==> config.mk <==
export PLATFORM = sky130hd
export DESIGN_NAME = bsnn_spike_classifier
export DESIGN_NICKNAME = d
export VERILOG_FILES = /design/src/rtl/bsnn_pkg.sv /design/src/rtl/bsnn_group_popcount.sv /design/src/rtl/bsnn_spike_classifier.sv
export SDC_FILE = /design/constraint.sdc
export NUM_CORES = 1
export LEC_CHECK = 0
export ABC_AREA = 1
export CAP_MARGIN = 30
export CORE_ASPECT_RATIO = 0.75
export CORE_UTILIZATION = 45
export DETAILED_ROUTE_END_ITERATION = 10
export GPL_TIMING_DRIVEN = 0
export PLACE_DENSITY = 0.8
export SYNTH_ARGS = -nofsm -noshare
export SYNTH_HDL_FRONTEND = slang
export SYNTH_SLANG_ARGS = --single-unit
export TNS_END_PERCENT = 20
==> constraint.sdc <==
create_clock -name clk -period 5.6 [get_ports clk]
set_input_delay 0.56 -clock clk [delete_from_list [all_inputs] [get_ports clk]]
set_output_delay 0.56 -clock clk [all_outputs]
set_load 0.01 [all_outputs]
==> src/rtl/bsnn_pkg.sv <==
// Shared types and helpers for the BSNN spike classifier.
//   bsnn_cls_state_e : result FSM state (IDLE, SCAN, HOLD)
//   bsnn_cnt_width   : width of a per-class counter that can hold window*group
//                      spikes without overflow
package bsnn_pkg;

  typedef enum logic [1:0] {
    IDLE = 2'd0,
    SCAN = 2'd1,
    HOLD = 2'd2
  } bsnn_cls_state_e;

  function automatic int unsigned bsnn_cnt_width(input int unsigned window,
                                                 input int unsigned group);
    return $clog2(window * group + 1);
  endfunction

endpackage

==> src/rtl/bsnn_group_popcount.sv <==
// Combinational popcount of one class's neuron slice.
//   slice : GROUP-bit spike slice of one class
//   count : number of ones in slice, zero-extended to CNT_W bits
module bsnn_group_popcount #(
  parameter int unsigned GROUP = 32,
  parameter int unsigned CNT_W = 9
) (
  input  logic [GROUP-1:0] slice,
  output logic [CNT_W-1:0] count
);

  always_comb begin
    count = '0;
    for (int i = 0; i < GROUP; i++) begin
      count = count + CNT_W'(slice[i]);
    end
  end

endmodule

==> src/rtl/bsnn_spike_classifier.sv <==
// Per-class spike accumulation over a window of frames, followed by a
// sequential argmax of the finished window presented on a valid/ready port.
//   clk, rst      : clock, asynchronous active-low reset
//   valid         : spike_vector carries a frame this cycle
//   spike_vector  : output-layer spikes, class c owns [c*GROUP +: GROUP]
//   flush         : abandon the current window (counters and frame_cnt clear)
//   out_ready     : consumer accepts the result
//   out_valid     : result available
//   out_class     : winning class index (lowest index on ties)
//   out_score     : winning class spike count
//   overrun       : sticky, a completed window was dropped
//   frame_cnt     : frames accepted in the current window
// The window time (WINDOW cycles minimum) must be at least N_CLASSES+1 cycles
// for a consumer holding out_ready high to never see an overrun.
module bsnn_spike_classifier
  import bsnn_pkg::*;
#(
  parameter int unsigned N_NEURONS = 256,
  parameter int unsigned N_CLASSES = 8,
  parameter int unsigned WINDOW    = 16,
  localparam int unsigned GROUP = N_NEURONS / N_CLASSES,
  localparam int unsigned CNT_W = bsnn_cnt_width(WINDOW, GROUP),
  localparam int unsigned CLS_W = $clog2(N_CLASSES),
  localparam int unsigned FRM_W = $clog2(WINDOW + 1)
) (
  input  logic                 clk,
  input  logic                 rst,
  input  logic                 valid,
  input  logic [N_NEURONS-1:0] spike_vector,
  input  logic                 flush,
  input  logic                 out_ready,
  output logic                 out_valid,
  output logic [CLS_W-1:0]     out_class,
  output logic [CNT_W-1:0]     out_score,
  output logic                 overrun,
  output logic [FRM_W-1:0]     frame_cnt
);

  localparam logic [FRM_W-1:0] WIN_LAST = FRM_W'(WINDOW - 1);
  localparam logic [CLS_W-1:0] IDX_LAST = CLS_W'(N_CLASSES - 1);

  logic [CNT_W-1:0] pop   [N_CLASSES];
  logic [CNT_W-1:0] sum   [N_CLASSES];
  logic [CNT_W-1:0] acc_q [N_CLASSES];
  logic [CNT_W-1:0] snap_q[N_CLASSES];

  bsnn_cls_state_e  state_q;
  logic [CLS_W-1:0] idx_q;
  logic [CLS_W-1:0] best_cls_q;
  logic [CNT_W-1:0] best_score_q;
  logic [CLS_W-1:0] scan_cls;
  logic [CNT_W-1:0] scan_score;

  logic accept;
  logic complete;
  logic load;

  for (genvar c = 0; c < N_CLASSES; c++) begin : g_pop
    bsnn_group_popcount #(
      .GROUP (GROUP),
      .CNT_W (CNT_W)
    ) u_pop (
      .slice (spike_vector[c*GROUP +: GROUP]),
      .count (pop[c])
    );
  end

  always_comb begin
    for (int c = 0; c < N_CLASSES; c++) begin
      sum[c] = acc_q[c] + pop[c];
    end
  end

  // A frame arriving with flush is discarded along with the window.
  assign accept   = valid && !flush;
  assign complete = accept && (frame_cnt == WIN_LAST);
  // A finished window is only kept when the result side is free to take it,
  // including a handshake that completes on the same edge.
  assign load     = complete && ((state_q == IDLE) || ((state_q == HOLD) && out_ready));

  // Accumulator bank and frame counter.
  always_ff @(posedge clk or negedge rst) begin
    if (!rst) begin
      frame_cnt <= '0;
      for (int c = 0; c < N_CLASSES; c++) acc_q[c] <= '0;
    end else if (flush || complete) begin
      frame_cnt <= '0;
      for (int c = 0; c < N_CLASSES; c++) acc_q[c] <= '0;
    end else if (accept) begin
      frame_cnt <= frame_cnt + FRM_W'(1);
      for (int c = 0; c < N_CLASSES; c++) acc_q[c] <= sum[c];
    end
  end

  // Strictly-greater compare keeps the lowest index on ties.
  always_comb begin
    scan_cls   = best_cls_q;
    scan_score = best_score_q;
    if (snap_q[idx_q] > best_score_q) begin
      scan_cls   = idx_q;
      scan_score = snap_q[idx_q];
    end
  end

  // Result FSM, snapshot bank and registered outputs.
  always_ff @(posedge clk or negedge rst) begin
    if (!rst) begin
      state_q      <= IDLE;
      idx_q        <= '0;
      best_cls_q   <= '0;
      best_score_q <= '0;
      out_valid    <= 1'b0;
      out_class    <= '0;
      out_score    <= '0;
      overrun      <= 1'b0;
      for (int c = 0; c < N_CLASSES; c++) snap_q[c] <= '0;
    end else begin
      if (complete && !load) overrun <= 1'b1;
      if (load) begin
        for (int c = 0; c < N_CLASSES; c++) snap_q[c] <= sum[c];
      end
      unique case (state_q)
        IDLE: begin
          if (load) begin
            state_q      <= SCAN;
            idx_q        <= '0;
            best_cls_q   <= '0;
            best_score_q <= '0;
          end
        end
        SCAN: begin
          best_cls_q   <= scan_cls;
          best_score_q <= scan_score;
          idx_q        <= idx_q + CLS_W'(1);
          if (idx_q == IDX_LAST) begin
            state_q   <= HOLD;
            out_valid <= 1'b1;
            out_class <= scan_cls;
            out_score <= scan_score;
          end
        end
        HOLD: begin
          if (out_ready) begin
            out_valid <= 1'b0;
            if (load) begin
              state_q      <= SCAN;
              idx_q        <= '0;
              best_cls_q   <= '0;
              best_score_q <= '0;
            end else begin
              state_q <= IDLE;
            end
          end
        end
        default: state_q <= IDLE;
      endcase
    end
  end

endmodule
### After elaboration in Yosys (flattened, before gate mapping)

Index checks and enable logic that the tools add are counted.

| word-level totals | value |
|---|---|
| register bits after elaboration | 198 |
| bits of input ports | 261 |
| output and inout port bits | 20 |

| operators by class | value |
|---|---|
| add/subtract/negate cells | 258 |
| $lt $le $gt $ge | 2 |
| eq/ne operators | 7 |
| mux-type cells | 26 |
| bitwise operators | 1 |
| reductions and logical operators | 17 |

Operators by type and width:

| cell | number |
|---|---|
| $add 10x1->10 | 240 |
| $mux 80 | 2 |
| $add 10x10->10 | 8 |
| $mux 10 | 5 |
| $bmux 10 s3 | 1 |
| $pmux 10 s3 | 1 |
| $pmux 3 s3 | 2 |
| $add 1x1->2 | 8 |
| $mux 3 | 5 |
| $gt 10x10->1 | 1 |
| $mux 5 | 2 |
| $mux 2 | 3 |
| $ne 2x2->1 const B | 3 |
| $pmux 2 s3 | 1 |
| $reduce_and 3->1 | 2 |
| $add 5x1->5 const B | 1 |
| $eq 5x4->1 const B | 1 |
| $logic_and 1x1->1 | 5 |
| $ge 4x4->1 const B | 1 |
| $not 3->4 | 1 |
| $reduce_and 2->1 | 2 |
| $reduce_bool 2->1 | 2 |
| $add 3x1->3 const B | 1 |
| $eq 3x3->1 const B | 1 |
| 8 further kinds | 12 |

### Longest topological paths before layout

| depth | value |
|---|---|
| depth after elaboration | 34 |
| mapped depth | 23 |
| gate-level depth less buffers | 23 |

### Modules after synthesis

A second synthesis with hierarchy kept.

| unflattened totals | value |
|---|---|
| cell total of the unflattened synthesis | 2,432 |
| area total of the unflattened synthesis | 19,092.1 um^2 |

By module, submodules not included:

| module | times used | cells each | area an instance (um^2) |
|---|---|---|---|
| bsnn_spike_classifier | 1 | 1,676 | 12,395.6 |
| bsnn_group_popcount (g_pop[0].u_pop ...) | 6 | 96 | 843.3 |
| bsnn_group_popcount (g_pop[3].u_pop ...) | 2 | 90 | 818.3 |

### Worst setup path before layout

Ideal clock, no wire load.

| timing | value |
|---|---|
| path kind | input-to-reg |
| start | input spike_vector[224] |
| end | register snap_q[6] (netlist bit) |
| library setup time | 130 ps |
| arrival time | 5,038 ps |
| path slack | 432 ps |
| stages | 18 |
| buffers on the path | 0 |
| cells stage by stage | ha_1 inv_1 fa_1 fa_1 fa_1 fa_1 fa_1 fa_1 inv_1 ha_1 fa_1 nand3_1 nand3_1 nand2_1 nand2_1 or2_2 nand3_1 o21ai_0 |

| between the ends | value |
|---|---|
| cells in the longest elaborated chain, start to end | 32 |

RTL lines:

| what | line | source |
|---|---|---|
| from (decl) | bsnn_spike_classifier.sv:29 | `input logic [N_NEURONS-1:0] spike_vector,` |
| $add 1x1->2 | bsnn_group_popcount.sv:15 | `count = count + CNT_W'(slice[i]);` |
| $add 10x1->10 (30 in series) | bsnn_group_popcount.sv:15 |  |
| $add 10x10->10 | bsnn_spike_classifier.sv:70 | `sum[c] = acc_q[c] + pop[c];` |
| to (decl) | bsnn_spike_classifier.sv:45 | `logic [CNT_W-1:0] snap_q[N_CLASSES];` |

No other way between the ends.
A chain may end at the register's enable or synchronous reset.

### Worst setup path in the final report

| timing | value |
|---|---|
| start | input spike_vector[32] |
| end | register acc_q[62] (netlist bit) |

| between the ends | value |
|---|---|
| cells in the longest elaborated chain, start to end | 34 |

RTL lines:

| what | line | source |
|---|---|---|
| $add 1x1->2 | bsnn_group_popcount.sv:15 |  |
| $add 10x1->10 (30 in series) | bsnn_group_popcount.sv:15 |  |
| $add 10x10->10 | bsnn_spike_classifier.sv:70 |  |
| $mux 80 | bsnn_spike_classifier.sv:89 | `end else if (accept) begin` |
| $mux 80 | bsnn_spike_classifier.sv:86 | `end else if (flush \|\| complete) begin` |
| to (decl) | bsnn_spike_classifier.sv:44 | `logic [CNT_W-1:0] acc_q [N_CLASSES];` |

No other way between the ends. The select of a mux whose other input is x is not followed.

==> results.cfg <==
[outcome]
outcome = finished, final reports clean

[synth]
synth.area.top_cells = dfrtp_1 26%, fa_1 21%, ha_1 14%
seq_area_frac_synth = 0.263
synth-warning-count = 0
dominantRegCellSynth = dfrtp_1
ys_types = 35
yosysTopAreaCellShare = 0.263
avgSynthCellArea_um2 = 8.32
synth_nets = 2927
ys_ff_latch = 198
netlist_instances = 2260
synth_edf_count = 0
synth_top_area_cell = dfrtp_1
async_reset_ff_frac = 1.00
mappedNetlistArea_um2 = 18800

[final_layout]
diodes = 0
layout.cells.non_filler = 3134
synthToLayoutAreaGrowth_pct = 22.1
nets = 3227
num-fill-cells = 3697
layout-drive-gt1-share = 0.0361

[sta]
fin_ws_ns = 0.193
hold_violations = 0
period_share = 0.966
worst_pin_slew_ns = 0.993
max_slew_margin = 0.338
min_period_ns = 5.41
max_freq_mhz = 185
finClkSkew_ns = 0.0159
setup_viol = 0
report.final.slew_viol_count = 0
hold_ws_ns = 0.0764
rsz0062_at_grt = no

[clock_tree]
clk_latency_ns = 0.47
clkSlewWorstSetupHoldPaths_ns = 0.07
cts_setup_buffers = 0
cts_buffer_depth = 2
cts_buffers = 17
tritoncts = yes
h-tree-depth = 4
cts_sinks = 198
root_buffer = clkbuf_16

[place]
gp_congestion = 0.927
dp_slack_ns = -0.471
placed_cells = 3102
port_buffers = 280
hpwl_um = 40100

[detailed_routing]
finalWirelength_um = 48500
drt_iter0_markers = 1166
vias = 15617
vias_per_cell = 4.98
wl_per_cell_um = 15.5
dr.pass1.iters = 7
detail-route-antenna-nets = 0
drc = 0

[power_and_ir_drop]
powerDensity_nw_per_um2 = 613
p_leak_nw = 12.5
power_w = 0.0141
peakVddDrop_mv = 0.544

[setup_path]
worst-setup-path-type = in -> reg
critPathRequiredTime_ns = 6.00
worstPathMaxFanout = 3
cp-end-kind = flop
worstPathArrival_ns = 5.80
cp-start-kind = input port

[die]
start_util = 0.459
coreArea_um2 = 41000
die_w_um = 238
fp.dieH_um = 179
pin_count = 281
num_rows = 64
dieArea_um2 = 42600

[grt]
grt_usage = 0.238
grt_overflow_total = 0
grt_pass1_wl_um = 79000
grt_pass1_vias = 15800
antenna_found_initial = 1
gr-usage-met1 = 0.339
grt_max_degree = 116
met2_usage = 0.382
grt-busiest-layer = met2
grtUsageMet3 = 0.0413

[flow_run]
max_cap_violations = 0

[worst_hold_path]
holdCritPathClass = in -> async
[path summary, 6_finish.rpt]
path / start / endpoint / slack, ns / cells past startpoint
worst max-delay path: spike_vector[32] / acc_q[62]$_DFFE_PN0P_ / 0.19 / 16
worst min-delay path: rst / out_score[1]$_DFFE_PN0P_ / 0.08 / 1
worst max register to register: acc_q[71]$_DFFE_PN0P_ / snap_q[75]$_DFFE_PN0P_ / 1.01 / 16
worst min register to register: overrun$_DFFE_PN0P_ / overrun$_DFFE_PN0P_ / 0.47 / 1
max in group asynchronous: rst / snap_q[46]$_DFFE_PN0P_ / 4.54 / 2
min in group clk: overrun$_DFFE_PN0P_ / overrun$_DFFE_PN0P_ / 0.47 / 1
[what timing repair did]
item                                    in CTS  in global routing
endpoints found under the setup margin       0                  4
resized for setup                            0                  2
endpoints found under the hold margin        0                  0
hold buffers                                 0                  0
[cell families after synthesis]
kind of cell             synth area share
AO/OA/AOI/OAI                      0.0525
XOR/XNOR                           0.0121
adder cells (fa/ha/maj)             0.350
buffers and inverters               0.119
flip-flops                          0.263
AND/OR/NAND/NOR                     0.203
[area by class of cell]
cell class	count	area, um^2	share of cell area
multi-input cells	1495	11600	0.506
clock inverters	14	183	0.00795
repair buffers	281	2840	0.123
plain buffers	55	322	0.0140
clock buffers	18	429	0.0187
flip-flops and latches	198	4950	0.216
well taps	561	702	0.0306
inverters	512	1920	0.0837
[registers in the layout, indices dropped and copies added (netlist names)]
signal        cells
frame_cnt         5
out_class         3
best_cls_q        3
snap_q           80
idx_q             3
acc_q            80
overrun           1
out_valid         1
out_score        10
state_q           2
best_score_q     10
[synth_stat cells (14+ instances only)]
library cell,instances
a22o_1,14
a21oi_1,52
fa_1,200
buf_2,16
nand3_1,223
nand2_1,565
clkbuf_1,20
xnor2_1,21
o21ai_1,32
dfrtp_1,198
nand3b_1,24
nor2_1,48
ha_1,206
o21ai_0,58
inv_1,508
[routing by layer]
layer	routed length, um	up-vias
li1	-	7561
met1	22200	7552
met2	22300	464
met3	3350	40
met4	639	0
met5	0	-
[through the flow]
stage / cell area, um^2 / TNS [ns] / utilization
after detailed placement: 22400 / -9.09 / 0.545
after CTS: 23000 / 0 / 0.560
after global placement: 22300 / -847.85 / 0.544
after global routing: 23000 / 0 / 0.560
final: 23000 / 0 / 0.560
after floorplan: 18800 / 0 / -
[power breakdown]
| part | total (W) | internal, W | switching, W | leakage (nW) |
|---|---|---|---|---|
| Combinational | 0.0111 | 0.00428 | 0.00683 | 9.82 |
| Clock | 0.00131 | 0.000680 | 0.000632 | 0.292 |
| Sequential | 0.00165 | 0.00158 | 0.0000738 | 2.41 |
| Total | 0.0141 | 0.00654 | 0.00754 | 12.5 |
[cell usage in the layout, fill, tap and decap left out, types with 3 or more instances in the layout]
master and n:
nand2_1 565, inv_1 508, clkdlybuf4s50_1 279, nand3_1 223, ha_1 206, fa_1 200
dfrtp_1 198, o21ai_0 57, a21oi_1 52, nor2_1 48, o21ai_1 32, nand3b_1 24
clkbuf_1 21, xnor2_1 21, clkbuf_16 17, buf_2 16, a22o_1 14, buf_6 10
or2_2 10, nand4_1 10, o21ai_2 6, o21a_1 6, buf_4 5, xor2_1 5
inv_6 5, nor2_4 4, inv_2 4, buf_1 3
[critical path, cell delays in order]
cell,delay [ns]
clkdlybuf4s50_1,0.42
ha_1,0.28
inv_1,0.04
fa_1,0.49
fa_1,0.43
fa_1,0.54
fa_1,0.45
fa_1,0.52
fa_1,0.43
inv_1,0.07
ha_1,0.18
inv_1,0.07
fa_1,0.45
xnor2_1,0.46
nand3_1,0.26
nand2_1,0.13
(Power assumes the default switching activity.)
